==> config.mk <==
export PLATFORM = sky130hd
export DESIGN_NAME = fetch_unit_flat
export DESIGN_NICKNAME = d
export VERILOG_FILES = /design/src/rtl/fetch_unit_pkg.sv /design/src/rtl/fetch_unit_if.sv /design/src/rtl/fetch_pc_gen.sv /design/src/rtl/fetch_unit.sv /design/src/flat_wrapper.sv
export SDC_FILE = /design/constraint.sdc
export NUM_CORES = 1
export LEC_CHECK = 0
export CAP_MARGIN = 20
export CORE_UTILIZATION = 45
export DETAILED_ROUTE_END_ITERATION = 8
export PLACE_DENSITY = 0.77
export SLEW_MARGIN = 20
export SYNTH_ARGS = -nofsm -noshare
export SYNTH_HDL_FRONTEND = slang
export SYNTH_SLANG_ARGS = --single-unit
==> constraint.sdc <==
create_clock -name clk -period 2.1 [get_ports clk]
set_input_delay 0.63 -clock clk [delete_from_list [all_inputs] [get_ports clk]]
set_output_delay 0.63 -clock clk [all_outputs]
set_load 0.01 [all_outputs]
==> src/rtl/fetch_unit_pkg.sv <==
// Shared definitions for the instruction fetch unit: FSM state codes,
// the bubble word and the default reset PC.
package fetch_unit_pkg;

    // All-zero word; opcode 7'b0000000 decodes as a NOP downstream.
    localparam logic [31:0] BUBBLE_WORD      = 32'h0000_0000;
    localparam logic [31:0] DEFAULT_RESET_PC = 32'h0000_0000;

    // Fetch FSM state encoding.
    typedef logic [2:0] fetch_state_t;
    localparam fetch_state_t ST_IDLE = 3'd0;
    localparam fetch_state_t ST_REQ  = 3'd1;
    localparam fetch_state_t ST_WAIT = 3'd2;
    localparam fetch_state_t ST_HOLD = 3'd3;
    localparam fetch_state_t ST_DROP = 3'd4;

    // Force an address onto a word boundary.
    function automatic logic [31:0] word_align(input logic [31:0] addr);
        return {addr[31:2], 2'b00};
    endfunction

endpackage

==> src/rtl/fetch_unit_if.sv <==
// Instruction memory request/grant/response bus between the fetch unit
// (master) and instruction memory (slave).
interface fetch_unit_if;

    logic        imem_req;
    logic [31:0] imem_addr;
    logic        imem_gnt;
    logic        imem_rvalid;
    logic [31:0] imem_rdata;

    modport master (
        output imem_req,
        output imem_addr,
        input  imem_gnt,
        input  imem_rvalid,
        input  imem_rdata
    );

    modport slave (
        input  imem_req,
        input  imem_addr,
        output imem_gnt,
        output imem_rvalid,
        output imem_rdata
    );

endinterface

==> src/rtl/fetch_pc_gen.sv <==
// Program counter register and its next-value selection:
// reset value, redirect target, sequential +4, or hold.
module fetch_pc_gen
    import fetch_unit_pkg::*;
#(
    parameter logic [31:0] RESET_PC = DEFAULT_RESET_PC
) (
    input  logic        clk,
    input  logic        rst_n,
    input  logic        redirect,
    input  logic [31:0] target,
    input  logic        advance,
    output logic [31:0] pc,
    output logic        misaligned
);

    logic [31:0] pc_next;

    // Redirect wins over sequential advance; otherwise the PC holds.
    always_comb begin
        pc_next = pc;
        if (redirect) begin
            pc_next = word_align(target);
        end else if (advance) begin
            pc_next = pc + 32'd4;
        end
    end

    // Flag a redirect whose target is not word-aligned.
    always_comb begin
        misaligned = redirect && (target[1:0] != 2'b00);
    end

    // PC register.
    always_ff @(posedge clk or negedge rst_n) begin
        if (!rst_n) begin
            pc <= word_align(RESET_PC);
        end else begin
            pc <= pc_next;
        end
    end

endmodule

==> src/rtl/fetch_unit.sv <==
// Instruction fetch unit: issues one word-aligned request at a time,
// buffers a response while decode stalls, discards responses made stale
// by a redirect, and drives the IF/ID pipeline register.
module fetch_unit
    import fetch_unit_pkg::*;
#(
    parameter logic [31:0] RESET_PC = DEFAULT_RESET_PC,
    parameter logic [31:0] BUBBLE   = BUBBLE_WORD
) (
    input  logic                clk,
    input  logic                rst_n,
    input  logic                stall_D,
    input  logic                redirect_E,
    input  logic [31:0]         target_E,
    fetch_unit_if.master        imem,
    output logic [31:0]         instruction_D,
    output logic [31:0]         pc_D,
    output logic [31:0]         pc_plus4_D,
    output logic                valid_D,
    output logic                misalign_F
);

    fetch_state_t state;
    fetch_state_t state_next;
    logic [31:0]  pc;
    logic [31:0]  stale_addr;
    logic         drop_pending;
    logic [31:0]  hold_buf;
    logic         misaligned;
    logic         gnt_fire;
    logic         resp;
    logic         deliver_mem;
    logic         deliver_hold;
    logic         advance;

    fetch_pc_gen #(
        .RESET_PC (RESET_PC)
    ) u_pc_gen (
        .clk        (clk),
        .rst_n      (rst_n),
        .redirect   (redirect_E),
        .target     (target_E),
        .advance    (advance),
        .pc         (pc),
        .misaligned (misaligned)
    );

    // Handshake qualifiers; rvalid only counts while a response is awaited.
    always_comb begin
        gnt_fire     = (state == ST_REQ) && imem.imem_gnt;
        resp         = (state == ST_WAIT) && imem.imem_rvalid;
        deliver_mem  = resp && !stall_D && !redirect_E;
        deliver_hold = (state == ST_HOLD) && !stall_D && !redirect_E;
        advance      = deliver_mem || deliver_hold;
    end

    // Request outputs; a redirect during an ungranted request keeps the old
    // address on the bus until the grant so the request stays stable.
    always_comb begin
        imem.imem_req  = (state == ST_REQ);
        imem.imem_addr = ((state == ST_REQ) && drop_pending) ? stale_addr : pc;
        pc_plus4_D     = pc_D + 32'd4;
    end

    // Next-state logic. A redirect in WAIT normally leaves a response in
    // flight (DROP), but if that response arrives in the same cycle it is
    // already consumed, so the FSM goes straight back to REQ.
    always_comb begin
        state_next = state;
        case (state)
            ST_IDLE: state_next = ST_REQ;
            ST_REQ: begin
                if (gnt_fire) begin
                    state_next = (redirect_E || drop_pending) ? ST_DROP : ST_WAIT;
                end
            end
            ST_WAIT: begin
                if (redirect_E) begin
                    state_next = imem.imem_rvalid ? ST_REQ : ST_DROP;
                end else if (imem.imem_rvalid) begin
                    state_next = stall_D ? ST_HOLD : ST_REQ;
                end
            end
            ST_HOLD: begin
                if (redirect_E || !stall_D) begin
                    state_next = ST_REQ;
                end
            end
            ST_DROP: begin
                if (imem.imem_rvalid) begin
                    state_next = ST_REQ;
                end
            end
            default: state_next = ST_IDLE;
        endcase
    end

    // FSM state register.
    always_ff @(posedge clk or negedge rst_n) begin
        if (!rst_n) begin
            state <= ST_IDLE;
        end else begin
            state <= state_next;
        end
    end

    // Track a redirect that hit an ungranted request and freeze its address.
    always_ff @(posedge clk or negedge rst_n) begin
        if (!rst_n) begin
            drop_pending <= 1'b0;
            stale_addr   <= word_align(RESET_PC);
        end else if (state == ST_REQ) begin
            if (gnt_fire) begin
                drop_pending <= 1'b0;
            end else if (redirect_E) begin
                drop_pending <= 1'b1;
                if (!drop_pending) begin
                    stale_addr <= pc;
                end
            end
        end else begin
            drop_pending <= 1'b0;
        end
    end

    // One-entry hold buffer for a word that arrives while decode is stalled.
    always_ff @(posedge clk or negedge rst_n) begin
        if (!rst_n) begin
            hold_buf <= BUBBLE;
        end else if (redirect_E) begin
            hold_buf <= BUBBLE;
        end else if (resp && stall_D) begin
            hold_buf <= imem.imem_rdata;
        end
    end

    // IF/ID register: redirect flushes, stall holds, otherwise load a ready
    // word or a bubble.
    always_ff @(posedge clk or negedge rst_n) begin
        if (!rst_n) begin
            instruction_D <= BUBBLE;
            pc_D          <= 32'h0000_0000;
            valid_D       <= 1'b0;
        end else if (redirect_E) begin
            instruction_D <= BUBBLE;
            valid_D       <= 1'b0;
        end else if (deliver_mem) begin
            instruction_D <= imem.imem_rdata;
            pc_D          <= pc;
            valid_D       <= 1'b1;
        end else if (deliver_hold) begin
            instruction_D <= hold_buf;
            pc_D          <= pc;
            valid_D       <= 1'b1;
        end else if (!stall_D) begin
            instruction_D <= BUBBLE;
            valid_D       <= 1'b0;
        end
    end

    // Misaligned-redirect pulse, high for the cycle after the redirect.
    always_ff @(posedge clk or negedge rst_n) begin
        if (!rst_n) begin
            misalign_F <= 1'b0;
        end else begin
            misalign_F <= misaligned;
        end
    end

endmodule

==> src/flat_wrapper.sv <==
// flat-port wrapper written by rule: the top's interface ports become plain ports
module fetch_unit_flat import fetch_unit_pkg::*;
#(
    parameter logic [31:0] RESET_PC = DEFAULT_RESET_PC,
    parameter logic [31:0] BUBBLE   = BUBBLE_WORD
)
  (clk, rst_n, stall_D, redirect_E, target_E, instruction_D, pc_D, pc_plus4_D, valid_D, misalign_F, imem_imem_req, imem_imem_addr, imem_imem_gnt, imem_imem_rvalid, imem_imem_rdata);
  fetch_unit_if imem_i ();
  input  logic clk;
  input  logic rst_n;
  input  logic stall_D;
  input  logic redirect_E;
  input  logic [31:0] target_E;
  output logic [31:0] instruction_D;
  output logic [31:0] pc_D;
  output logic [31:0] pc_plus4_D;
  output logic valid_D;
  output logic misalign_F;
  output wire logic [$bits(imem_i.imem_req)-1:0] imem_imem_req;
  output wire logic [$bits(imem_i.imem_addr)-1:0] imem_imem_addr;
  input wire logic [$bits(imem_i.imem_gnt)-1:0] imem_imem_gnt;
  input wire logic [$bits(imem_i.imem_rvalid)-1:0] imem_imem_rvalid;
  input wire logic [$bits(imem_i.imem_rdata)-1:0] imem_imem_rdata;
  assign imem_imem_req = imem_i.imem_req;
  assign imem_imem_addr = imem_i.imem_addr;
  assign imem_i.imem_gnt = imem_imem_gnt;
  assign imem_i.imem_rvalid = imem_imem_rvalid;
  assign imem_i.imem_rdata = imem_imem_rdata;
  fetch_unit #(.RESET_PC(RESET_PC), .BUBBLE(BUBBLE)) u_core (.clk(clk), .rst_n(rst_n), .stall_D(stall_D), .redirect_E(redirect_E), .target_E(target_E), .imem(imem_i), .instruction_D(instruction_D), .pc_D(pc_D), .pc_plus4_D(pc_plus4_D), .valid_D(valid_D), .misalign_F(misalign_F));
endmodule
# After elaboration in Yosys (flattened, before gate mapping)
# Index checks and enable logic that the tools add are counted.
# totals
ff_bits	166
latch_bits	0
ramBits	0
rom_bits	0
inputBits	70
out_inout_bits	131
mem_count	0
# op_classes
n_addsub	2
n_mul	0
div	0
order_cmp	0
n_eq_ne	10
shifts	0
n_mux	27
bitwise	3
n_reduce_logical	22
# op_table
operator	n
$mux W32	11
$add A32 B3 Y32 const B	2
$mux W3	7
$pmux W3 S5	1
$logic_and A1 B1 Y1	9
$reduce_and A4 Y1	2
$reduce_bool A2 Y1	4
$mux W1	7
$eq A3 B2 Y1 const B	2
$ne A2 B2 Y1 const B	2
$ne A4 B1 Y1 const B	1
$eq A3 B1 Y1 const B	1
$eq A3 B3 Y1 const B	1
$logic_not A3 Y1	1
$logic_or A1 B1 Y1	3
$ne A3 B2 Y1 const B	1
$ne A3 B3 Y1 const B	1
$not A1 Y1	3
$logic_not A1 Y1	2
$mux W2	1
$ne A2 B1 Y1 const B	1
$reduce_and A2 Y1	1

# Logic depth before layout (Yosys ltp)
# Gate-level depths: netlist of the first run.
# logic_depth
depth_word	7
mapped_depth	8

# By module
# A second synthesis of the first run with hierarchy kept.
# hier_totals
hier_cells	707
area_unflattened_um2	8147.8
# by_module_without_submodules
module	instances	cells_per_inst	area_per_inst_um2	seq_area_each_um2
fetch_unit	1	506	6309.8	3353.2
fetch_pc_gen	1	201	1838.0	750.7

# Least setup slack after synthesis of the first run
# Ideal clock, no wire load.
# synth_path
path_type	flip-flop to output port
from	register u_core.pc_D[9]
to	output pc_plus4_D[23]
t_arrival_ps	1754
t_required_ps	1470
setup_slack_ps	-284
path_stages_with_launch	6
n_path_buf	0
path_cell_list	dfrtp_1 > nand4_1 > nor4_1 > nand3_1 > nor3_1 > xor2_1
# synth_via
elab_chain_len	1
# synth_lines
item	line	source
start: declaration	fetch_unit.sv:17	output logic [31:0] pc_D,
start signal: assignment	fetch_unit.sv:149	pc_D <= pc;
start signal: assignment	fetch_unit.sv:153	pc_D <= pc;
$add A32 B3 Y32	fetch_unit.sv:62	pc_plus4_D = pc_D + 32'd4;
end: declaration	flat_wrapper.sv:16	output logic [31:0] pc_plus4_D;
# Every way passes these cells.

# Final worst setup path of the first run
# layout_path
from	register u_core.pc_D[3]
to	output pc_plus4_D[23]
# Same word-level chain as after synthesis.

==> results of run 1 <==
==> layout make-up <==
cell class                      instances  area (µm²)
Clock inverter                         15       161.4
Sequential cell                       160        4011
Tap cell                              225       281.5
Multi-Input combinational cell        608        4104
Timing Repair Buffer                  336        3152
Clock buffer                           17       425.4
Inverter                                4       15.01
Fill cell                            1273        5146
==> report_power, final <==
group          internal, W  total [W]  switching, W
registers          0.00369    0.00410      0.000413
clock network      0.00176    0.00307       0.00131
logic              0.00231    0.00422       0.00190
total              0.00777     0.0114       0.00362
==> cell families after synthesis <==
| group | share of synthesized area |
|---|---|
| mux | 0.08503 |
| other cells | 0.0004719 |
| fa+ha+maj | 0.003149 |
| compound gates | 0.1046 |
| simple gates | 0.2289 |
| buf+inv | 0.03543 |
| flops | 0.5039 |
| xor+xnor | 0.03858 |
==> timing repair <==
| item | 4_1_cts | 5_1_grt |
|---|---|---|
| setup buffers | 25 | 10 |
| cloned | 2 | 0 |
| resized for setup | 347 | 57 |
| setup endpoints to repair | 66 | 80 |
| pin swaps | 21 | 16 |
==> flip-flops by register name (all words and copies together) (netlist names) <==
name                  cells
u_core.u_pc_gen.pc       30
u_core.valid_D            1
u_core.pc_D              30
u_core.hold_buf          32
u_core.drop_pending       1
u_core.state              3
u_core.misalign_F         1
u_core.stale_addr        30
u_core.instruction_D     32
==> through the flow <==
| stage | setup slack [ns] | hold slack (ns) |
|---|---|---|
| floorplan | -0.1380 | 0.3344 |
| global placement | -0.5898 | 0.4686 |
| detailed placement | -0.6085 | 0.4795 |
| CTS | -0.6223 | 0.1047 |
| global route | -0.8757 | 0.1056 |
| finish | -0.7176 | 0.09535 |
==> layout by cell type (no fill, tap or decap), drive strengths merged, types with 3 or more instances in the layout <==
cell	count
dlygate4sd2	11
o311ai	8
nor3	41
buf	203
o211ai	12
a31oi	3
conb	6
xor2	14
nand3	30
a211o	3
clkinv	6
nand4	14
clkinvlp	4
inv	7
clkdlybuf4s50	102
dlymetal6s2s	19
nor4	6
nor2b	32
and2	4
nand2b	5
xnor2	21
a221o	3
mux2	60
nor2	24
and3	9
or4	3
o21ai	10
clkbuf	17
dfrtp	160
nand2	210
a21oi	34
a221oi	32
==> metal layers <==
metal	up-vias	track usage
met5	-	0
met4	0	0.09988
met3	29	0.06757
met2	287	0.4381
met1	3681	0.3383
li1	3496	-
==> critical path, delay by kind of cell, from the launching register on <==
family / cells / cell delay (ns)
AND/OR/NAND/NOR: 4 / 0.63
buffers and inverters: 4 / 0.57
flip-flops: 1 / 0.37
XOR/XNOR: 1 / 0.19
==> final timing paths <==
check	cells past startpoint	slack (ns)	from	to
worst max-delay path	9	-0.72	u_core.pc_D[3]	pc_plus4_D[23]
worst min-delay path	1	0.1	rst_n	u_core.pc_D[8]
worst max register to register	6	0.10	u_core.u_pc_gen.pc[2]	u_core.u_pc_gen.pc[31]
worst min register to register	1	0.50	u_core.stale_addr[6]	u_core.stale_addr[6]
max in group asynchronous	2	1.36	rst_n	u_core.instruction_D[14]
min in group clk	2	0.47	redirect_E	u_core.state[1]
==> flow_summary.toml, run 1 <==
[outcome]
status = "finished, violations left"
violations = "negative setup slack"

[logic_synthesis]
synth.most_common_cell = "nand2_1"
synth_top_flop_cell = "dfrtp_1"
synthTopCellsByArea = "dfrtp_1 (50%), nand2_1 (9.9%), mux2_2 (8.4%), a221oi_1 (3.5%), nor3_1 (2.6%)"
synthTopCellsByCount = "nand2_1 (209), dfrtp_1 (160), mux2_2 (59)"
syn_area_mm2 = 0.007946
synthesis.area_per_instance_um2 = 9.574
yosysWarnings = 0
synth_cells = 830
ys_ff_latch = 160
yosysTopAreaCellShare = 0.5039
ys_types = 52
yosys.area.top_type = "dfrtp_1"
async_reset_ff_frac = 1.000
yosysSeqAreaShare = 0.5039
synth_edf_count = 0

[job]
maxCapViolations = 0

[power]
power_w = 0.01139
irDropWorstVdd_uv = 571.2
p_leak_nw = 5.808
power_density_mw_per_mm2 = 937.5

[clocking]
cts_root_buf = "clkbuf_16"
path_clk_slew_ns = 0.07
clkLatencyLatePin_ns = 0.43
cts_tree = "done"
ctsHoldBuffers = 0
numClockSinks = 160
cts_buffers = 17
clockBufferDepth = 2
htreeDepth = 4

[timing]
tightest_slew_ns = 0.6491
slew_viol_final = 0
hold_viol = 0
final.setup.tns_ns = -25.08
relSlewSlack = 0.5673
rsz0062_at_grt = "true"
fmax_mhz = 354.9
final.min_clock_period_ns = 2.818
post-route-period-util = 1.342
setup_viol = 56
fin_ws_ns = -0.7176
skew_ns = 0.007646

[setup_path]
crit_slowest_cell = "dfrtp_1"
arrival_ns = 2.19
startpoint_type = "flip-flop"
cp-end-kind = "output pin"
path_class = "flip-flop to output pin"
cp_max_fo = 4
crit_top_cell = "buf_4"
crit_path_cell_trace = "buf_4 > nand3_2 > nor4_2 > buf_4 > buf_6 > nand3_4 > nor3_2 > xor2_1 > buf_2"
required_ns = 1.47
slowest_delay_ns = 0.37

[grt]
track_usage = 0.2664
grt_max_degree = 68
grt_pass1_wl_mm = 37.93
grt_antenna_before_repair = 0
grt_overflow = 0
grt_pass1_vias = 7528

[floorplan]
chipWidth_um = 134.9
rows = 48
die-area_mm2 = 0.01819
coreArea_mm2 = 0.01730
start_util = 0.4594
die_y_um = 134.9
num_io_pins = 201

[final_layout]
syn2layout_area_growth_pct = 52.91
n_antenna_cell = 0
final_nets = 1199
stdcell_area_mm2 = 0.01215
finalNonFillerCells = 1365
drive_gt1_frac = 0.3149
final_util = 0.7025

[drt]
vias_per_cell = 5.489
drt-total-wl_mm = 23.69
wl_per_cell_um = 17.36
dr.pass1.iters = 5
dr_wl_met3_mm = 1.857
dr_wl_met2_mm = 11.56
top_layer = "met4"
antenna_left = 0
drc = 0
drt_iter0_markers = 502
wl_met1_mm = 9.828
dr_total_vias = 7493

[place]
dpl_cell_area_mm2 = 0.01096
dpl.cell_count = 1304
dp_hpwl_mm = 15.52
gp_congestion = 0.8316
numPortBuffers = 194

[min_path]
min_path_type = "input pin to asynchronous set/reset pin"
Note: power is estimated with default switching activity, not from simulation.
==> run 2, diff against run 1 <==
GPL_TIMING_DRIVEN = 0   (was not set)
==> run 2 against run 1 <==
Net effect:
- the run still ends with negative setup slack left
- global-route usage rose by 0.67 points
- sequential cell count unchanged
- clock power grew 6%
- via count is 0.75% higher
- hold slack better by 0.044 ns
- combinational power is 6.6% lower
- die area did not move
- core utilization decreased by 0.98 points
- final area fell by 1.4%
- routed wire length grew 6.4%
- sequential share of layout area rose by 0.72 points
==> flow_summary.toml, run 2 (synthesis results as in run 1) <==
[final_layout]
syn2layout_area_growth_pct = 50.78
top_regs = "u_core.hold_buf (32), u_core.instruction_D (32)"
mostFrequentLayoutCells = "nand2_1 (201), dfrtp_1 (130), clkdlybuf4s50_1 (115)"
stdcell_area_mm2 = 0.01198
final_util = 0.6927
final_common_cell = "nand2_1"
n_antenna_cell = 0
final_nets = 1176
drive_gt1_frac = 0.3124

[clocking]
clkLatencyLatePin_ns = 0.43
numClockSinks = 160
clockBufferDepth = 2
ctsHoldBuffers = 0
cts_root_buf = "clkbuf_16"
htreeDepth = 4
cts_buffers = 17
path_clk_slew_ns = 0.06
cts_tree = "done"

[power]
power_w = 0.01154
power_density_mw_per_mm2 = 963.4
irDropWorstVdd_uv = 623.9
p_leak_nw = 5.571

[setup_path]
rr_worst_depth = 5
cp_max_fo = 3
required_ns = 1.47
reg2reg_slack_ns = 0.08
endpoint = "pc_plus4_D[28]"
r2r-start = "u_core.u_pc_gen.pc[2]"
path_class = "flip-flop to output pin"
startpoint_type = "flip-flop"
worstReg2RegEnd = "u_core.u_pc_gen.pc[31]"
startpoint = "u_core.pc_D[8]"
cp-end-kind = "output pin"
arrival_ns = 2.20

[timing]
fmax_mhz = 353.5
tightest_slew_ns = 0.6465
final.min_clock_period_ns = 2.829
setup_viol = 56
post-route-period-util = 1.347
slew_viol_final = 0
hold_viol = 0
fin_ws_ns = -0.7291
fin_hold_ws_ns = 0.1390
skew_ns = 0.009228
relSlewSlack = 0.5690
rsz0062_at_grt = "true"

[drt]
drt_iter0_markers = 508
drc = 0
dr.pass1.iters = 5
wl_per_cell_um = 18.79
antenna_left = 0
drt-total-wl_mm = 25.21
dr_total_vias = 7549
vias_per_cell = 5.625

[grt]
track_usage = 0.2730
grt_antenna_before_repair = 0
top_usage_layer = "met2"
grt_pass1_vias = 7211
grt_overflow = 0
use_met2 = 0.4516
grt_pass1_wl_mm = 38.17
grt_use_met1 = 0.3453
grt_max_degree = 95
grtUsageMet3 = 0.07395

[outcome]
status = "finished, violations left"
violations = "negative setup slack"

[floorplan]
die-area_mm2 = 0.01819
chipWidth_um = 134.9
num_io_pins = 201
rows = 48
start_util = 0.4594
coreArea_mm2 = 0.01730
die_y_um = 134.9

[place]
dpl_cell_area_mm2 = 0.01034
dp_hpwl_mm = 16.12
gp_congestion = 0.8365
numPortBuffers = 194

[job]
maxCapViolations = 0

[min_path]
min_path_type = "input pin to asynchronous set/reset pin"
## run 2: cell types whose count changed in the layout (fill, tap and decap cells not counted), sizes merged
cell and delta:
clkdlybuf4s50 +13, clkinvlp -2, clkbuf +42, bufinv +1, buf -65, dlymetal6s2s -6, dlygate4sd2 -6
## run 2: worst max-delay path, cell delays in order, from the launching register on
cell     delay, ns
dfrtp_1       0.38
nand4_1       0.12
buf_6         0.16
nor4_4        0.34
buf_4         0.19
buf_6         0.09
and2_4        0.17
nand2_4       0.06
xnor2_2       0.12
buf_2         0.15
## run 2: area by class of cell
cell class / instances / area, µm²
sequential: 160 / 4041
clock inverter: 14 / 182.7
multi-input combinational: 608 / 4202
buffer: 56 / 329.1
tap: 225 / 281.5
fill: 1254 / 5315
inverter: 4 / 15.01
clock buffer: 18 / 439.2
timing repair buffer: 257 / 2491
## run 2: metal layers
metal | share of wire | vias up
met5 | 0 | -
met4 | 0.027 | 0
met3 | 0.080 | 55
met2 | 0.49 | 361
met1 | 0.41 | 3680
li1 | - | 3453
## run 2: worst min-delay path by stage
stage | startpoint | end | slack, ns
floorplan | rst_n | u_core.drop_pending | 0.33
global placement | u_core.stale_addr[6] | u_core.stale_addr[6] | 0.47
CTS | rst_n | u_core.pc_D[6] | 0.15
detailed placement | u_core.stale_addr[6] | u_core.stale_addr[6] | 0.48
finish | rst_n | u_core.pc_D[6] | 0.14
global route | rst_n | u_core.pc_D[6] | 0.17
## run 2: where the power goes
part / internal [W] / switching, W
Combinational: 0.00219 / 0.00176
Sequential: 0.00372 / 0.000638
Clock: 0.00192 / 0.00132
## run 2: through the flow
stage	setup WS, ns	cells	TNS, ns
3_3_place_gp	-6.878	1254	-1141.57
6_report	-0.7291	1342	-27.49
3_5_place_dp	-1.067	1255	-138.27
4_1_cts	-0.6959	1327	-25.99
2_1_floorplan	-0.1380	835	-1.012
5_1_grt	-0.8358	1342	-30.91
## run 2: what timing repair did
action,CTS,global route
setup buffers,40,20
setup endpoints to repair,219,146
pin swaps,19,18
gates resized for setup,380,101
cloned,3,0
